File: src/rtl/btn_pkg.sv
// Shared encodings and 100 MHz timing defaults for the button press classifier.
package btn_pkg;

    localparam logic [2:0] ST_IDLE     = 3'd0;
    localparam logic [2:0] ST_PRESS1   = 3'd1;
    localparam logic [2:0] ST_WAIT2    = 3'd2;
    localparam logic [2:0] ST_HOLD     = 3'd3;
    localparam logic [2:0] ST_WAIT_REL = 3'd4;

    localparam int unsigned DEF_CNT_W    = 26;
    localparam int unsigned DEF_LONG_CYC = 50_000_000;
    localparam int unsigned DEF_DBL_CYC  = 25_000_000;
    localparam int unsigned DEF_REP_CYC  = 10_000_000;

endpackage

File: src/rtl/cycle_timer.sv
// Shared interval counter: clears, increments and flags equality with a terminal.
module cycle_timer #(
    parameter int unsigned CNT_W = 26
) (
    input  logic             clk,
    input  logic             reset_n,
    input  logic             clr,
    input  logic             inc,
    input  logic [CNT_W-1:0] terminal,
    output logic             hit
);

    logic [CNT_W-1:0] cnt_q;
    logic [CNT_W-1:0] cnt_d;

    always_comb begin
        cnt_d = cnt_q;
        if (clr) begin
            cnt_d = '0;
        end else if (inc) begin
            cnt_d = cnt_q + 1'b1;
        end
    end

    always_ff @(posedge clk or negedge reset_n) begin
        if (!reset_n) begin
            cnt_q <= '0;
        end else begin
            cnt_q <= cnt_d;
        end
    end

    assign hit = (cnt_q == terminal);

endmodule

File: src/rtl/btn_press_classifier.sv
// Classifies debounced presses as short, double or long, with auto-repeat while held.
module btn_press_classifier
    import btn_pkg::*;
#(
    parameter int unsigned CNT_W    = DEF_CNT_W,
    parameter int unsigned LONG_CYC = DEF_LONG_CYC,
    parameter int unsigned DBL_CYC  = DEF_DBL_CYC,
    parameter int unsigned REP_CYC  = DEF_REP_CYC
) (
    input  logic clk,
    input  logic reset_n,
    input  logic level_in,
    input  logic enable,
    output logic short_press,
    output logic double_press,
    output logic long_press,
    output logic repeat_tick,
    output logic busy
);

    localparam longint unsigned CNT_MAX = (64'd1 << CNT_W) - 64'd1;

    if (LONG_CYC < 2 || longint'(LONG_CYC) > CNT_MAX) begin : g_bad_long
        $error("LONG_CYC out of range");
    end
    if (DBL_CYC < 2 || longint'(DBL_CYC) > CNT_MAX) begin : g_bad_dbl
        $error("DBL_CYC out of range");
    end
    if (REP_CYC < 2 || longint'(REP_CYC) > CNT_MAX) begin : g_bad_rep
        $error("REP_CYC out of range");
    end

    logic [2:0]       state_q, state_d;
    logic             lvl_q;
    logic             rise;
    logic             short_q, short_d;
    logic             dbl_q, dbl_d;
    logic             long_q, long_d;
    logic             rep_q, rep_d;
    logic             tmr_clr, tmr_inc, tmr_hit;
    logic             rep_wrap;
    logic [CNT_W-1:0] tmr_term;

    assign rise = level_in & ~lvl_q;

    always_comb begin
        tmr_term = '0;
        case (state_q)
            ST_PRESS1: tmr_term = CNT_W'(LONG_CYC - 1);
            ST_WAIT2:  tmr_term = CNT_W'(DBL_CYC - 1);
            ST_HOLD:   tmr_term = CNT_W'(REP_CYC - 1);
            default:   tmr_term = '0;
        endcase
    end

    always_comb begin
        state_d  = state_q;
        tmr_inc  = 1'b0;
        rep_wrap = 1'b0;
        short_d  = 1'b0;
        dbl_d    = 1'b0;
        long_d   = 1'b0;
        rep_d    = 1'b0;
        case (state_q)
            ST_IDLE: begin
                if (rise) state_d = ST_PRESS1;
            end
            // Release beats a simultaneous long expiry.
            ST_PRESS1: begin
                if (!level_in) begin
                    state_d = ST_WAIT2;
                end else if (tmr_hit) begin
                    long_d  = 1'b1;
                    state_d = ST_HOLD;
                end else begin
                    tmr_inc = 1'b1;
                end
            end
            // A second rise beats a simultaneous double-window timeout.
            ST_WAIT2: begin
                if (rise) begin
                    dbl_d   = 1'b1;
                    state_d = ST_WAIT_REL;
                end else if (tmr_hit) begin
                    short_d = 1'b1;
                    state_d = ST_IDLE;
                end else begin
                    tmr_inc = 1'b1;
                end
            end
            ST_HOLD: begin
                if (!level_in) begin
                    state_d = ST_IDLE;
                end else if (tmr_hit) begin
                    rep_d    = 1'b1;
                    rep_wrap = 1'b1;
                end else begin
                    tmr_inc = 1'b1;
                end
            end
            ST_WAIT_REL: begin
                if (!level_in) state_d = ST_IDLE;
            end
            default: state_d = ST_IDLE;
        endcase
        if (!enable) begin
            state_d = ST_IDLE;
            short_d = 1'b0;
            dbl_d   = 1'b0;
            long_d  = 1'b0;
            rep_d   = 1'b0;
            tmr_inc = 1'b0;
        end
        tmr_clr = rep_wrap | (state_d != state_q) | ~enable;
    end

    cycle_timer #(
        .CNT_W(CNT_W)
    ) u_timer (
        .clk     (clk),
        .reset_n (reset_n),
        .clr     (tmr_clr),
        .inc     (tmr_inc),
        .terminal(tmr_term),
        .hit     (tmr_hit)
    );

    // lvl_q resets high so a button held through reset never looks like a rise.
    always_ff @(posedge clk or negedge reset_n) begin
        if (!reset_n) begin
            state_q <= ST_IDLE;
            lvl_q   <= 1'b1;
            short_q <= 1'b0;
            dbl_q   <= 1'b0;
            long_q  <= 1'b0;
            rep_q   <= 1'b0;
        end else begin
            state_q <= state_d;
            lvl_q   <= level_in;
            short_q <= short_d;
            dbl_q   <= dbl_d;
            long_q  <= long_d;
            rep_q   <= rep_d;
        end
    end

    assign short_press  = short_q;
    assign double_press = dbl_q;
    assign long_press   = long_q;
    assign repeat_tick  = rep_q;
    assign busy         = (state_q != ST_IDLE);

endmodule

File: config.mk
export PLATFORM = sky130hd
export DESIGN_NAME = btn_press_classifier
export DESIGN_NICKNAME = d
export VERILOG_FILES = /design/src/rtl/btn_pkg.sv /design/src/rtl/cycle_timer.sv /design/src/rtl/btn_press_classifier.sv
export SDC_FILE = /design/constraint.sdc
export NUM_CORES = 1
export LEC_CHECK = 0
export ABC_AREA = 1
export BUFFER_PORTS_ARGS = -buffer_cell sky130_fd_sc_hd__buf_4
export CELL_PAD_IN_SITES_DETAIL_PLACEMENT = 0
export CELL_PAD_IN_SITES_GLOBAL_PLACEMENT = 1
export CORE_ASPECT_RATIO = 0.7
export CORE_MARGIN = 2
export CORE_UTILIZATION = 40
export CTS_BUF_LIST = sky130_fd_sc_hd__clkbuf_8
export CTS_CLUSTER_SIZE = 8
export DETAILED_ROUTE_END_ITERATION = 7
export PLACE_DENSITY = 0.76
export SLEW_MARGIN = 10
export SYNTH_ARGS = -nofsm -noshare
export SYNTH_HDL_FRONTEND = slang
export SYNTH_HIERARCHICAL = 1
export SYNTH_SLANG_ARGS = --single-unit
File: constraint.sdc
create_clock -name clk -period 3.1 [get_ports clk]
set_input_delay 0.155 -clock clk [delete_from_list [all_inputs] [get_ports clk]]
set_output_delay 0.155 -clock clk [all_outputs]
set_load 0.005 [all_outputs]
-- Word-level counts from Yosys, hierarchy flattened
Index checks and enable logic that the tools add are counted.
- $add $sub $neg: 1
- equal/unequal tests: 6
- muxes and demuxes: 28
- bitwise logic cells: 5
- reductions and logical operators: 5
- operators by type and width (cell ; count):
    $pmux W26 S3 ; 1
    $mux W26 ; 2
    $add A26 B1 Y26 const B ; 1
    $eq A26 B26 Y1 ; 1
    $mux W3 ; 7
    $mux W1 ; 16
    $pmux W3 S4 ; 1
    $eq A3 B2 Y1 const B ; 2
    $reduce_or A2 Y1 ; 2
    $eq A3 B1 Y1 const B ; 1
    $eq A3 B3 Y1 const B ; 1
    $logic_not A3 Y1 ; 1
    $ne A3 B3 Y1 ; 1
    $reduce_bool A3 Y1 ; 1
    $not A1 Y1 ; 2
    $or A1 B1 Y1 ; 2
    $pmux W1 S2 ; 1
    $reduce_bool A2 Y1 ; 1
    $and A1 B1 Y1 ; 1
- bits in registers: 34
- input port bits: 4
- output and inout port bits: 5

-- Depth between registers and ports, before layout
- word-level depth: 11
- depth in mapped cells: 28
- mapped depth without buffers: 28

-- By module
The synthesis kept the hierarchy.
- by module, submodules not included (module ; times used ; cells each ; area an instance (um^2)):
    cycle_timer ; 1 ; 300 ; 1930.6
    btn_press_classifier ; 1 ; 66 ; 511.7

-- Worst setup path before layout
Ideal clock, no wire load.
- path kind: register to register
- start point: register state_q[0]
- end point: register u_timer.cnt_q[24]
- library setup time: 0.119 ns
- arrival: 2.928 ns
- path slack: 0.053 ns
- cell stages (with the launch flop): 27
- path buffers: 1
- clock period less this slack: 3.047 ns
- path through: dfrtp_1 > inv_4 > nor2_4 > inv_1 > nand2_1 > inv_1 > nand2_1 > o21ai_0 > nor2_1 > nand2_1 > nor2_1 > nand2_1 > nor2_1 > inv_1 > nand2_1 > nand3_2 > nand3_2 > nand3_1 > nand2_1 > nand3_2 > nor2_2 > inv_1 > buf_6 > nand2_1 > nor2_1 > a21oi_1 > nor2_1
- longest elaborated chain between the ends: 11
- ends and longest elaborated chain (what ; RTL line ; text):
    start, declared ; btn_press_classifier.sv:33 ; logic [2:0] state_q, state_d;
    start signal, assigned ; btn_press_classifier.sv:138 ; state_q <= state_d;
    $eq A3 B2 Y1 / $eq A3 B1 Y1 (equally long branches) ; btn_press_classifier.sv:48 ; case (state_q)
    $pmux W26 S3 * ; btn_press_classifier.sv:48 ;
    net tmr_term[15] ; btn_press_classifier.sv:42 ; logic [CNT_W-1:0] tmr_term;
    $eq A26 B26 Y1 * ; cycle_timer.sv:33 ; assign hit = (cnt_q == terminal);
    net tmr_hit ; btn_press_classifier.sv:40 ; logic tmr_clr, tmr_inc, tmr_hit;
    $mux W3 (on tied branches) ; btn_press_classifier.sv:84, btn_press_classifier.sv:72 ;
    $mux W3 (on tied branches) ; btn_press_classifier.sv:81, btn_press_classifier.sv:70 ;
    $pmux W3 S4 ; btn_press_classifier.sv:64 ; case (state_q)
    $mux W3 ; btn_press_classifier.sv:106 ; if (!enable) begin
    $ne A3 B3 Y1 ; btn_press_classifier.sv:114 ; tmr_clr = rep_wrap | (state_d != state_q) | ~enable;
    $or A1 B1 Y1 * (2 in series) ; btn_press_classifier.sv:114 ;
    net tmr_clr ; btn_press_classifier.sv:40 ;
    $mux W26 / $reduce_bool A2 Y1 (equally long branches) ; n/a ;
    end signal, assigned ; cycle_timer.sv:29 ; cnt_q <= cnt_d;
    end, declared ; cycle_timer.sv:13 ; logic [CNT_W-1:0] cnt_q;
The timed path passes the listed nets; every way through them passes the cells marked *.
A chain may end at the register's enable or synchronous reset.

-- Worst setup path in the final report
- start point: register state_q[2]
- end point: register u_timer.cnt_q[3]
Same word-level chain as after synthesis.

==> impl_metrics.py <==
metrics = {
    "route": {
        "vias": 2451,
        "postRouteAntennaNets": 0,
        "drt_iter0_drc": 126,
        "wl_mm": 7.29,
        "dr.pass1.iters": 4,
        "route.detailed.wl_per_inst_um": 14.9,
        "viasPerCell": 5.02,
        "drc": 0,
    },
    "worst_hold_path": {
        "hp-class": "primary input to flop",
    },
    "synthesis": {
        "synthesis.area_sq_mm": 0.00244,
        "synth_cells": 366,
        "ys_types": 32,
        "ys_ff_latch": 34,
        "syn_avg_cell_area_sq_um": 6.67,
        "synth_warnings": 6,
        "synth-seq-area-share": 0.349,
    },
    "floorplanning": {
        "fp.coreArea_sq_mm": 0.00581,
        "initial_core_util": 0.420,
        "die_x_um": 97.4,
        "rows": 23,
        "dieArea_sq_mm": 0.00676,
        "io_pins": 9,
        "die_h_um": 69.4,
    },
    "outcome": {
        "status": "complete, no violations",
    },
    "global_routing": {
        "grt_antenna_before_repair": 0,
        "grt_usage": 0.214,
        "grt_pass1_wl_mm": 11.6,
        "grt_pass1_vias": 2203,
        "grt_max_degree": 35,
        "grt_overflow_total": 0,
    },
    "clock_network": {
        "clkTransAtPathRegs_ns": 0.08,
        "cts.path.max_buffers": 2,
        "cts.sinks": 34,
        "ctsHtreeMaxLevel": 2,
        "clockRootBuffer": "clkbuf_8",
        "insertion_delay_ns": 0.29,
        "cts-buffers-inserted": 5,
        "cts_tree": "done",
    },
    "placement": {
        "dp_hpwl_mm": 5.27,
        "gp_congestion": 0.907,
        "port_buffers": 8,
    },
    "sta": {
        "fin_skew_ns": 0.00701,
        "rsz0062_at_grt": "true",
        "min_period_ns": 2.97,
        "final.setup.tns_ns": 0,
        "hold_slack_ns": 0.0257,
        "period_share": 0.957,
        "hold_viol": 0,
        "fmax_mhz": 337,
        "setup_violations": 0,
        "drv_slew": 0,
    },
    "layout": {
        "drive_gt1_frac": 0.257,
        "layout_common_cells": "nand2_1 (92), nor2_1 (58), inv_1 (35), buf_4 (35), dfrtp_1 (32)",
        "nets": 417,
        "diodes": 0,
        "area_growth_syn_to_layout_pct": 29.0,
        "final_common_cell": "nand2_1",
        "utilization": 0.542,
    },
    "critical_path": {
        "crit_arrival_ns": 3.18,
        "end_kind": "flop",
        "start_kind": "flop",
        "cp.required_ns": 3.31,
        "crit_path_max_fanout": 4,
        "crit_type": "flop to flop",
    },
    "power": {
        "power.density_mw_per_mm2": 378,
        "ir_worst_vdd_v": 0.000173,
        "p_leak_nw": 1.41,
    },
    "flow_run": {
        "cap_violations": 0,
    },
}
final cells by class:
cell class                 count  area, sq um
fill                         578         2660
clock inverter                 2         60.1
timing repair buffer          41          365
multi-input combinational    282         1510
tap                           75         93.8
clock buffer                   6         82.6
sequential                    34          853
inverter                      48          191
state kept, by name, summed over array words and instances (netlist names):
| register | cells |
|---|---|
| u_timer/cnt_q | 26 |
| state_q | 3 |
| double_press | 1 |
| long_press | 1 |
| lvl_q | 1 |
| repeat_tick | 1 |
| short_press | 1 |
power by group:
group          total (W)  switching, W  internal (W)
registers       0.000449    0.00000240      0.000446
clock network   0.000525      0.000181      0.000343
logic           0.000219      0.000125     0.0000949
repair_timing:
item                                    4_1_cts  5_1_grt
resized for setup                             1       43
setup buffers                                 0       13
cloned                                        0        2
hold endpoints to repair                     33        0
hold buffers                                  1        0
pin swaps                                     0       28
endpoints found under the setup margin        8       26
critical path: stages, from the launching register on:
cell and delay [ns]:
dfrtp_2 0.45, nor2_4 0.14, inv_2 0.09, buf_4 0.15, nor2_4 0.13, xnor2_1 0.15, nand2_1 0.07, nor2_1 0.11
nand3_1 0.13, nor2_4 0.13, inv_2 0.05, nand2_2 0.05, nand3_2 0.07, nand3_2 0.07, nand2_2 0.06, nand2_1 0.06
nand2_1 0.06, nand3_2 0.09, nor2_4 0.06, buf_6 0.13, nor2_4 0.19, buf_4 0.15, buf_4 0.09, nor2_1 0.03
nor3b_1 0.16
stage by stage:
stage	setup WS (ns)	cell area, sq um	total power (W)	std cells
after CTS	0.000709	2880	0.00115	474
after floorplan	0.0532	2450	0.000559	368
after global routing	-0.0951	3150	0.00124	488
after detailed placement	-0.0221	2720	0.000622	465
after global placement	0.0267	2720	0.000621	465
final	0.133	3150	0.00119	488
path summary, 6_finish.rpt:
path,startpoint,depth (start not counted),end,slack [ns]
setup / recovery,state_q[2],24,u_timer/cnt_q[3],0.13
hold / removal,level_in,1,lvl_q,0.03
setup reg to reg,state_q[2],24,u_timer/cnt_q[3],0.13
hold reg to reg,u_timer/cnt_q[12],1,u_timer/cnt_q[12],0.58
max in group asynchronous,reset_n,2,lvl_q,2.39
min in group asynchronous,reset_n,2,u_timer/cnt_q[2],0.35
routing by layer:
layer,global-route usage,wire [um]
met3,0.0524,604
met4,0.0370,47
met2,0.283,2840
met1,0.348,3800
met5,0,0
cells in the mapped netlist, drive strengths merged:
library cell  instances  area (sq um)
a211oi                1          7.51
a21oi                18          90.1
a31oi                 1          6.26
and2                  2          12.5
buf                   3          23.8
clkbuf                1          3.75
conb                  1          3.75
dfrtp                33           826
dfstp                 1          26.3
ha                    1          12.5
inv                  48           183
nand2               103           402
nand3                31           185
nand4                 5          31.3
nor2                 78           368
nor3                  4          20.0
nor3b                 1          7.51
nor4                  1          6.26
o21ai                17          88.8
o21bai                1          7.51
xnor2                13           114
xor2                  2          17.5
kinds of logic after synthesis:
family / after synthesis / share of synthesized area
XOR/XNOR: 15 / 0.0538
AND/OR/NAND/NOR: 225 / 0.423
other: 1 / 0.00154
flip-flops: 34 / 0.349
adder cells (fa/ha/maj): 1 / 0.00512
buffers and inverters: 52 / 0.0861
AO/OA/AOI/OAI: 38 / 0.0820
Note: power is estimated with default switching activity, not from simulation.
